### config.mk
export PLATFORM = sky130hd
export DESIGN_NAME = keypad_emulator_flat
export DESIGN_NICKNAME = d
export VERILOG_FILES = /design/src/rtl/keypad_if.sv /design/src/rtl/keypad_emulator.sv /design/src/flat_wrapper.sv
export SDC_FILE = /design/constraint.sdc
export NUM_CORES = 1
export LEC_CHECK = 0
export CORE_MARGIN = 5
export CORE_UTILIZATION = 50
export CTS_CLUSTER_DIAMETER = 200
export DETAILED_ROUTE_END_ITERATION = 12
export PLACE_DENSITY = 0.74
export SETUP_SLACK_MARGIN = 0.02
export SYNTH_ARGS = -nofsm -noshare
export SYNTH_HDL_FRONTEND = slang
export SYNTH_SLANG_ARGS = --single-unit
### constraint.sdc
create_clock -name clk -period 2.7 [get_ports clk]
set_input_delay 0.405 -clock clk [delete_from_list [all_inputs] [get_ports clk]]
set_output_delay 0.405 -clock clk [all_outputs]
set_load 0.1 [all_outputs]
### src/rtl/keypad_if.sv
// Command channel of the keypad emulator: one key press request per valid/ready transfer.
interface keypad_if;
  // Transfer happens on the rising clk edge where cmd_valid && cmd_ready; key/hold must be stable then.
  logic        cmd_valid;
  logic        cmd_ready;
  logic [3:0]  cmd_key;
  logic [15:0] cmd_hold;

  modport master (output cmd_valid, output cmd_key, output cmd_hold, input cmd_ready);
  modport slave  (input cmd_valid, input cmd_key, input cmd_hold, output cmd_ready);
endinterface

### src/rtl/keypad_emulator.sv
// Passive 4x3 matrix keypad: presses a commanded key with LFSR contact bounce, a stable hold and a
// release gap, and answers the scanner's row lines on the column lines one cycle later.
module keypad_emulator #(
    parameter logic [15:0] BOUNCE_CYC = 16'd200,
    parameter logic [15:0] GAP_CYC    = 16'd500,
    parameter logic [15:0] LFSR_SEED  = 16'hACE1
) (
    input  logic           clk,
    input  logic           rst_n,
    keypad_if.slave        cmd,
    input  logic [3:0]     filas,
    output logic [2:0]     columnas,
    output logic           busy,
    output logic           contact,
    output logic           cmd_err,
    output logic [7:0]     press_cnt,
    output logic [2:0]     state_dbg
);
    typedef enum logic [2:0] {IDLE, BOUNCE_IN, HOLD, BOUNCE_OUT, GAP} state_e;

    state_e      state_q, state_d;
    logic [15:0] cnt_q, cnt_d;
    logic [15:0] lfsr_q, lfsr_d;
    logic [15:0] hold_q, hold_d;
    logic [1:0]  row_q, row_d;
    logic [1:0]  col_q, col_d;
    logic        contact_q, contact_d;
    logic        err_q, err_d;
    logic        ready_q, ready_d;
    logic        busy_q, busy_d;
    logic [7:0]  pcnt_q, pcnt_d;
    logic [2:0]  columnas_q, columnas_d;

    always_comb begin
        logic [15:0] lfsr_nx, hold_src, hold_eff, gap_eff;
        logic [3:0]  key_div, key_mod;
        logic        enter;
        state_e      tgt;

        state_d    = state_q;
        cnt_d      = cnt_q;
        lfsr_d     = lfsr_q;
        hold_d     = hold_q;
        row_d      = row_q;
        col_d      = col_q;
        contact_d  = contact_q;
        err_d      = 1'b0;
        pcnt_d     = pcnt_q;
        enter      = 1'b0;
        tgt        = state_q;
        // Fibonacci taps 16,14,13,11 in right-shift form; bit 0 is the bounce sample.
        lfsr_nx    = {lfsr_q[0] ^ lfsr_q[2] ^ lfsr_q[3] ^ lfsr_q[5], lfsr_q[15:1]};
        key_div    = cmd.cmd_key / 4'd3;
        key_mod    = cmd.cmd_key % 4'd3;
        // In IDLE the hold value is still on the bus; later phases use the latched copy.
        hold_src   = (state_q == IDLE) ? cmd.cmd_hold : hold_q;
        hold_eff   = (hold_src == 16'd0) ? 16'd1 : hold_src;
        gap_eff    = (GAP_CYC == 16'd0) ? 16'd1 : GAP_CYC;

        case (state_q)
            IDLE: begin
                contact_d = 1'b0;
                if (cmd.cmd_valid && ready_q) begin
                    hold_d = cmd.cmd_hold;
                    row_d  = key_div[1:0];
                    col_d  = key_mod[1:0];
                    enter  = 1'b1;
                    if (cmd.cmd_key >= 4'd12) begin
                        err_d = 1'b1;
                        tgt   = GAP;
                    end else begin
                        tgt = (BOUNCE_CYC != 16'd0) ? BOUNCE_IN : HOLD;
                    end
                end
            end
            BOUNCE_IN, BOUNCE_OUT: begin
                if (cnt_q <= 16'd1) begin
                    enter = 1'b1;
                    tgt   = (state_q == BOUNCE_IN) ? HOLD : GAP;
                end else begin
                    cnt_d     = cnt_q - 16'd1;
                    contact_d = lfsr_q[0];
                    lfsr_d    = lfsr_nx;
                end
            end
            HOLD: begin
                if (cnt_q <= 16'd1) begin
                    enter = 1'b1;
                    tgt   = (BOUNCE_CYC != 16'd0) ? BOUNCE_OUT : GAP;
                end else begin
                    cnt_d = cnt_q - 16'd1;
                end
            end
            GAP: begin
                if (cnt_q <= 16'd1) begin
                    enter = 1'b1;
                    tgt   = IDLE;
                end else begin
                    cnt_d = cnt_q - 16'd1;
                end
            end
            default: begin
                enter = 1'b1;
                tgt   = IDLE;
            end
        endcase

        // Phase entry: load the phase length and the contact value of its first cycle.
        if (enter) begin
            state_d = tgt;
            case (tgt)
                BOUNCE_IN, BOUNCE_OUT: begin
                    cnt_d     = BOUNCE_CYC;
                    contact_d = lfsr_q[0];
                    lfsr_d    = lfsr_nx;
                end
                HOLD: begin
                    cnt_d     = hold_eff;
                    contact_d = 1'b1;
                end
                GAP: begin
                    cnt_d     = gap_eff;
                    contact_d = 1'b0;
                    if (state_q != IDLE) pcnt_d = pcnt_q + 8'd1;
                end
                default: begin
                    cnt_d     = 16'd0;
                    contact_d = 1'b0;
                end
            endcase
        end

        ready_d = (state_d == IDLE);
        busy_d  = (state_d != IDLE);

        for (int c = 0; c < 3; c++) begin
            columnas_d[c] = contact_q && (col_q == 2'(c)) && filas[row_q];
        end
    end

    always_ff @(posedge clk or negedge rst_n) begin
        if (!rst_n) begin
            state_q    <= IDLE;
            cnt_q      <= 16'd0;
            lfsr_q     <= LFSR_SEED;
            hold_q     <= 16'd0;
            row_q      <= 2'd0;
            col_q      <= 2'd0;
            contact_q  <= 1'b0;
            err_q      <= 1'b0;
            ready_q    <= 1'b0;
            busy_q     <= 1'b0;
            pcnt_q     <= 8'd0;
            columnas_q <= 3'd0;
        end else begin
            state_q    <= state_d;
            cnt_q      <= cnt_d;
            lfsr_q     <= lfsr_d;
            hold_q     <= hold_d;
            row_q      <= row_d;
            col_q      <= col_d;
            contact_q  <= contact_d;
            err_q      <= err_d;
            ready_q    <= ready_d;
            busy_q     <= busy_d;
            pcnt_q     <= pcnt_d;
            columnas_q <= columnas_d;
        end
    end

    assign cmd.cmd_ready = ready_q;
    assign columnas      = columnas_q;
    assign busy          = busy_q;
    assign contact       = contact_q;
    assign cmd_err       = err_q;
    assign press_cnt     = pcnt_q;
    assign state_dbg     = state_q;
endmodule
### src/flat_wrapper.sv
// flat-port wrapper written by rule: the top's interface ports become plain ports
module keypad_emulator_flat 
#(
    parameter logic [15:0] BOUNCE_CYC = 16'd200,
    parameter logic [15:0] GAP_CYC    = 16'd500,
    parameter logic [15:0] LFSR_SEED  = 16'hACE1
)
  (clk, rst_n, filas, columnas, busy, contact, cmd_err, press_cnt, state_dbg, cmd_cmd_valid, cmd_cmd_key, cmd_cmd_hold, cmd_cmd_ready);
  keypad_if cmd_i ();
  input  logic clk;
  input  logic rst_n;
  input  logic [3:0] filas;
  output logic [2:0] columnas;
  output logic busy;
  output logic contact;
  output logic cmd_err;
  output logic [7:0] press_cnt;
  output logic [2:0] state_dbg;
  input wire logic [$bits(cmd_i.cmd_valid)-1:0] cmd_cmd_valid;
  input wire logic [$bits(cmd_i.cmd_key)-1:0] cmd_cmd_key;
  input wire logic [$bits(cmd_i.cmd_hold)-1:0] cmd_cmd_hold;
  output wire logic [$bits(cmd_i.cmd_ready)-1:0] cmd_cmd_ready;
  assign cmd_i.cmd_valid = cmd_cmd_valid;
  assign cmd_i.cmd_key = cmd_cmd_key;
  assign cmd_i.cmd_hold = cmd_cmd_hold;
  assign cmd_cmd_ready = cmd_i.cmd_ready;
  keypad_emulator #(.BOUNCE_CYC(BOUNCE_CYC), .GAP_CYC(GAP_CYC), .LFSR_SEED(LFSR_SEED)) u_core (.clk(clk), .rst_n(rst_n), .cmd(cmd_i), .filas(filas), .columnas(columnas), .busy(busy), .contact(contact), .cmd_err(cmd_err), .press_cnt(press_cnt), .state_dbg(state_dbg));
endmodule
* After elaboration in Yosys (flattened, before gate mapping)
Index checks and enable logic that the tools add are counted.
** Storage, ports and cells
- Flip-flop bits (word level) :: 70
- Bits of input ports :: 27
- Logic and storage cells :: 86
** Operators by class
- Add/sub/neg operators :: 2
- Div/mod/pow operators :: 2
- $lt $le $gt $ge :: 3
- Eq/ne operators :: 12
- Multiplexer cells :: 30
- Bitwise operators :: 3
- Reductions and logical operators :: 22
** Operators with widths (number)
- 2-to-1 mux 16 bit :: 9
- case mux 16 bit (3 select lines) :: 1
- 2-to-1 mux 3 bit :: 7
- less-or-equal comparator 16 x 1 -> 1 bit, second input constant :: 1
- logical NOT 16 bit :: 1
- subtractor 16 x 1 -> 16 bit, second input constant :: 1
- == test 3 x 2 -> 1 bit, second input constant :: 4
- case mux 3 bit (4 select lines) :: 1
- nonzero test 3 bit :: 3
- adder 8 x 1 -> 8 bit, second input constant :: 1
- 2-to-1 mux 1 bit :: 8
- logical AND 1 bit :: 7
- == test 3 x 1 -> 1 bit, second input constant :: 2
- == test 3 bit, second input constant :: 2
- logical NOT 3 bit :: 2
- case mux 1 bit (2 select lines) :: 3
- AND reduction 2 bit :: 3
- divider 4 x 2 -> 4 bit, second input constant :: 1
- greater-or-equal comparator 4 bit, second input constant :: 1
- remainder unit 4 x 2 -> 4 bit, second input constant :: 1
- OR reduction 2 bit :: 2
- OR reduction 4 bit :: 1
- less-than comparator 2 x 3 -> 1 bit, second input constant :: 1
- != test 3 bit, second input constant :: 1
- 8 further kinds :: 10

* Longest topological paths before layout
- Depth after elaboration :: 8
- Gate-level depth with buffers :: 11
- Gate-level depth less buffers :: 11

* Least setup slack after synthesis
No wires, ideal clock.
- Path kind :: register to register
- Start :: reg u_core.cnt_q[3]
- End :: reg u_core.lfsr_q[12]
- Arrival time :: 2.513 ns
- Data required time :: 2.575 ns
- Path slack :: 0.062 ns
- Stages on the path, launching flop included :: 9
- Cells stage by stage :: dfrtp_1 > or4_4 > nor4_1 > and2_1 > mux2_1 > a21o_1 > buf_4 > buf_6 > mux2_2
** On the way
- Cells in the longest elaborated chain, start to end :: 7
- Elaborated cells on any way between the ends :: 14
- Classes of those cells :: 1 x order compare; 2 x eq/ne; 10 x mux; 1 x reduce/logical
** RTL lines
- start: declaration :: line keypad_emulator.sv:22 : logic [15:0] cnt_q, cnt_d;
- start signal: assignment :: line keypad_emulator.sv:157 : cnt_q <= cnt_d;
- less-or-equal comparator 16 x 1 -> 1 bit (*) :: line keypad_emulator.sv:77, keypad_emulator.sv:87, keypad_emulator.sv:95
- 2-to-1 mux 3 bit, on equally long branches :: line keypad_emulator.sv:95, keypad_emulator.sv:77, keypad_emulator.sv:87
- case mux 3 bit (4 select lines) :: line keypad_emulator.sv:60 : case (state_q)
- == test 3 x 1 -> 1 bit or == test 3 x 2 -> 1 bit (tied branches) :: line keypad_emulator.sv:111 : case (tgt)
- OR reduction 2 bit :: line keypad_emulator.sv:111
- 2-to-1 mux 16 bit :: line keypad_emulator.sv:111
- 2-to-1 mux 16 bit (*) :: line keypad_emulator.sv:109 : if (enter) begin
- named net u_core.lfsr_d[12] :: line keypad_emulator.sv:23 : logic [15:0] lfsr_q, lfsr_d;
- end signal: assignment :: line keypad_emulator.sv:158 : lfsr_q <= lfsr_d;
- end: declaration :: line keypad_emulator.sv:23
Mark *: on every way through the listed nets, which the timed path passes. The rest lies on a longest branch.
A chain may end at the register's enable or synchronous reset.

* Worst setup path after layout
- Start :: reg u_core.cnt_q[1]
- End :: reg u_core.cnt_q[8]
** On the way
- Cells in the longest elaborated chain, start to end :: 7
- Elaborated cells on any way between the ends :: 20
- Classes of those cells :: 1 x add/sub; 1 x order compare; 5 x eq/ne; 10 x mux; 3 x reduce/logical
** RTL lines (line)
- less-or-equal comparator 16 x 1 -> 1 bit :: keypad_emulator.sv:77, keypad_emulator.sv:87, keypad_emulator.sv:95
- 2-to-1 mux 3 bit, on equally long branches :: keypad_emulator.sv:95, keypad_emulator.sv:77, keypad_emulator.sv:87
- case mux 3 bit (4 select lines) :: keypad_emulator.sv:60
- == test 3 x 1 -> 1 bit or == test 3 x 2 -> 1 bit (tied branches) :: keypad_emulator.sv:111
- OR reduction 2 bit :: keypad_emulator.sv:111
- case mux 16 bit (3 select lines) :: keypad_emulator.sv:111
- 2-to-1 mux 16 bit :: keypad_emulator.sv:109
Several ways; a longest one is shown, not always the timed one. The select of a mux whose other input is x is not followed.

==> summary.md <==
| Metric | Value |
|---|---|
| Worst-path clk slew | `0.08 ns` |
| Routed wl met2 | `4260 um` |
| Peak supply drop | `0.470 mV` |
| Num rows | `31` |
| Critical path capture point type | `flip-flop` |
| GRT Resource Usage Total | `21.5%` |
| Min cycle time layout | `2.57 ns` |
| Synth top area share | `41.8%` |
| DR WL/cell | `15.8 um` |
| Fin cells | `562` |
| CP Cell Sequence | `inv_1 -> ha_1 -> or3b_2 -> or3_1 -> or3_1 -> xor2_1 -> a221oi_1` |
| Die width | `96.2 um` |
| Yosys warns | `0` |
| Wire length on met1 | `4020 um` |
| Syn nets | `428` |
| Gate power share | `43.2%` |
| Synth top area cells | `dfrtp_1, nand2_1, dfstp_2, mux2_2, a21oi_1` |
| Synth Register Bits | `70` |
| Routed WL | `8870 um` |
| Total CTS buffers | `9` |
| Inst Count DP | `544` |
| Top post-synthesis cells by count | `nand2_1, dfrtp_1, nor2_1` |
| Top routing layer in use | `met4` |
| Max incr delay on CP | `0.51 ns` |
| Total gr overflow | `0` |
| Number of vias per cell | `5.72` |
| Final worst-path cycle share | `95.3%` |
| Residual DRC | `0` |
| Status | `finished clean` |
| Most frequent cell after synthesis | `nand2_1` |
| Initial Util | `51.2%` |
| RSZ-0062 raised after global routing | `no` |
| WS Path Type | `reg -> reg` |
| Post-synth EDFFs | `0` |
| Int Pwr | `2280 uW` |
| Utilization of the core after routing | `62.5%` |
| Worst-path cell with the longest stage delay | `or3b_2` |
| Mean post-synth cell area | `9.40 um2` |
| Worst-Margin Slew | `1.12 ns` |
| Critical path arrival | `2.83 ns` |
| Place WS | `-0.0436 ns` |
| Final setup viols | `0` |
| Post-DP HPWL | `6430 um` |
| Largest net degree at the start of global routing | `38` |
| Maxcap violations | `0` |
| CTS root buffer | `clkbuf_8` |
| Count of final hold-check violations | `0` |
| Yosys top cell by area | `dfrtp_1` |
| Netlist cell types | `58` |
| Fmax | `0.389 GHz` |
| Nets | `491` |
| PD cells | `877 nW/um2` |
| Global-route wire length before repair | `15200 um` |
| Post-route ant nets | `0` |
| # IOs | `45` |
| Worst Hold Class | `in -> async` |
| Final Power | `3980 uW` |
| H-Tree Depth | `3` |
| Clock skew | `0.0142 ns` |
| Sw frac | `42.7%` |
| Clock power share | `18.9%` |
| Routability cong. | `0.886` |
| Layout cell share with drive strength beyond 1 | `21.0%` |
| Mapped Area | `3710 um2` |
| ANT cells | `0` |
| Sink Count | `70` |
| Rel. slew slack | `25.0%` |
| Top fanout value on the critical path | `6` |
| Net Switching | `1700 uW` |
| Die ar. | `9240 um2` |
| Pre-antenna DRT Iters | `5` |
| Area of the core | `7250 um2` |
| Worst EP required | `2.96 ns` |
| Slew Viols, Final | `0` |
| Area grow syn2layout | `22.2%` |
| Initial DRC count | `265` |
| Die Height | `96.2 um` |
| Type of origin of the critical path | `flip-flop` |
| Setup TNS | `0 ns` |
| Most used DFF post-synth | `dfrtp_1` |
| Clock Latency Late Sink | `0.35 ns` |
| PortBufs | `44` |
| Vias | `3215` |
| Most used cell, CP | `or3_1` |
| PnR worst setup slack | `0.127 ns` |
| Post-Syn Instances | `395` |
| Clock Tree Buf Depth | `2` |
| DR WL met3 | `440 um` |
| Initial antenna violation count | `0` |
| Static Leak | `0.00211 uW` |
| CTS tree | `yes` |
| Reg power frac | `37.8%` |
| Fraction of registers with async set/reset | `100%` |
| Seq/Total Area, Yosys | `47.5%` |
| Vias in the first global route | `3120` |
## routing by layer
| layer | vias up | GRT usage [%] |
|---|---|---|
| li1 | 1541 | - |
| met1 | 1553 | 28.4 |
| met2 | 109 | 35.3 |
| met3 | 12 | 3.60 |
| met4 | 0 | 7.82 |
| met5 | - | 0 |
## power by group through the flow
stage	sequential, uW	combinational, uW	clock [uW]
detailed placement	1510	1690	0
CTS	1500	1690	771
finish	1500	1720	752
global route	1540	1900	815
floorplan	1680	1020	0
global placement	1510	1650	0
## layout make-up
type                            instances  area, um2
Sequential cell                        70       1760
Clock inverter                          6       37.5
Fill cell                             643       2720
Timing Repair Buffer                   67        576
Inverter                                9       33.8
Clock buffer                           10        138
Tap cell                               99        124
Multi-Input combinational cell        301       1860
## stage by stage
step | cell area, um2 | hold WS [ns]
5_1_grt | 4530 | 0.192
2_1_floorplan | 3710 | 0.109
6_report | 4530 | 0.129
3_5_place_dp | 4330 | 0.460
3_3_place_gp | 4330 | 0.458
4_1_cts | 4500 | 0.142
## layout by cell type (no fill, tap or decap), drive strengths merged, types with 2 or more instances in the layout
master	synthesis	final
mux2i	4	4
nor3	16	16
nor3b	3	3
dfrtp	62	62
o211ai	3	3
or3	5	5
nand4	8	8
a21boi	4	4
a31oi	2	2
inv	9	9
or4	5	5
a211o	4	4
xor2	7	7
nand3	7	7
a21oi	20	20
ha	6	6
clkbuf	11	10
a22oi	3	3
a21o	7	7
xnor2	8	8
nand2b	4	4
nor4	15	15
o221a	2	2
nand2	87	87
buf	4	42
clkinv	0	3
mux2	18	18
o21ai	18	18
a211oi	2	2
nor2	23	23
dfstp	8	8
clkdlybuf4s50	0	25
o22ai	2	2
clkinvlp	0	3
## final timing paths
path	slack, ns	endpoint	cells past startpoint	from
min	0.13	u_core.lfsr_q[3]$_DFF_PN0_	1	rst_n
max in group asynchronous	1.90	u_core.hold_q[11]$_DFFE_PN0P_	2	rst_n
max reg2reg	0.13	u_core.cnt_q[8]$_DFFE_PN0P_	7	u_core.cnt_q[1]$_DFFE_PN0P_
min reg2reg	0.47	u_core.press_cnt[7]$_DFFE_PN0P_	1	u_core.press_cnt[7]$_DFFE_PN0P_
max	0.13	u_core.cnt_q[8]$_DFFE_PN0P_	7	u_core.cnt_q[1]$_DFFE_PN0P_
min in group clk	0.47	u_core.press_cnt[7]$_DFFE_PN0P_	1	u_core.press_cnt[7]$_DFFE_PN0P_
## cell families (layout without fill, tap and decap cells)
| family | Yosys count | after routing | share of synthesized area [%] |
|---|---|---|---|
| AO/OA/AOI/OAI | 76 | 76 | 13.3 |
| multiplexers | 23 | 23 | 7.15 |
| buffers and inverters | 24 | 92 | 2.80 |
| adder cells (fa/ha/maj) | 6 | 6 | 2.02 |
| flip-flops | 70 | 70 | 47.5 |
| XOR/XNOR | 15 | 15 | 3.54 |
| AND/OR/NAND/NOR | 181 | 181 | 23.7 |
## critical path: cells and delay by family (launching register included)
family                     cells  cell delay, ns
adders and majority gates      1            0.27
buffers and inverters          1            0.11
and+or+nand+nor                3            1.29
xor gates and xnor gates       1            0.16
DFF                            1            0.41
AOI/OAI and AO/OA              1            0.23
## registers in the layout, indices dropped and copies added, names as in the netlist
name and cells:
u_core.busy 1, u_core.cmd.cmd_ready 1, u_core.cmd_err 1, u_core.cnt_q 16, u_core.col_q 2, u_core.columnas 3, u_core.contact 1, u_core.hold_q 16
u_core.lfsr_q 16, u_core.press_cnt 8, u_core.row_q 2, u_core.state_dbg 3
## timing repair
action | 4_1_cts | 5_1_grt
setup buffers | 0 | 2
pin swaps | 1 | 1
hold endpoints to repair | 0 | 0
hold buffers | 0 | 0
endpoints found under the setup margin | 18 | 19
resized for setup | 1 | 3
Note: power is estimated with default switching activity, not from simulation.
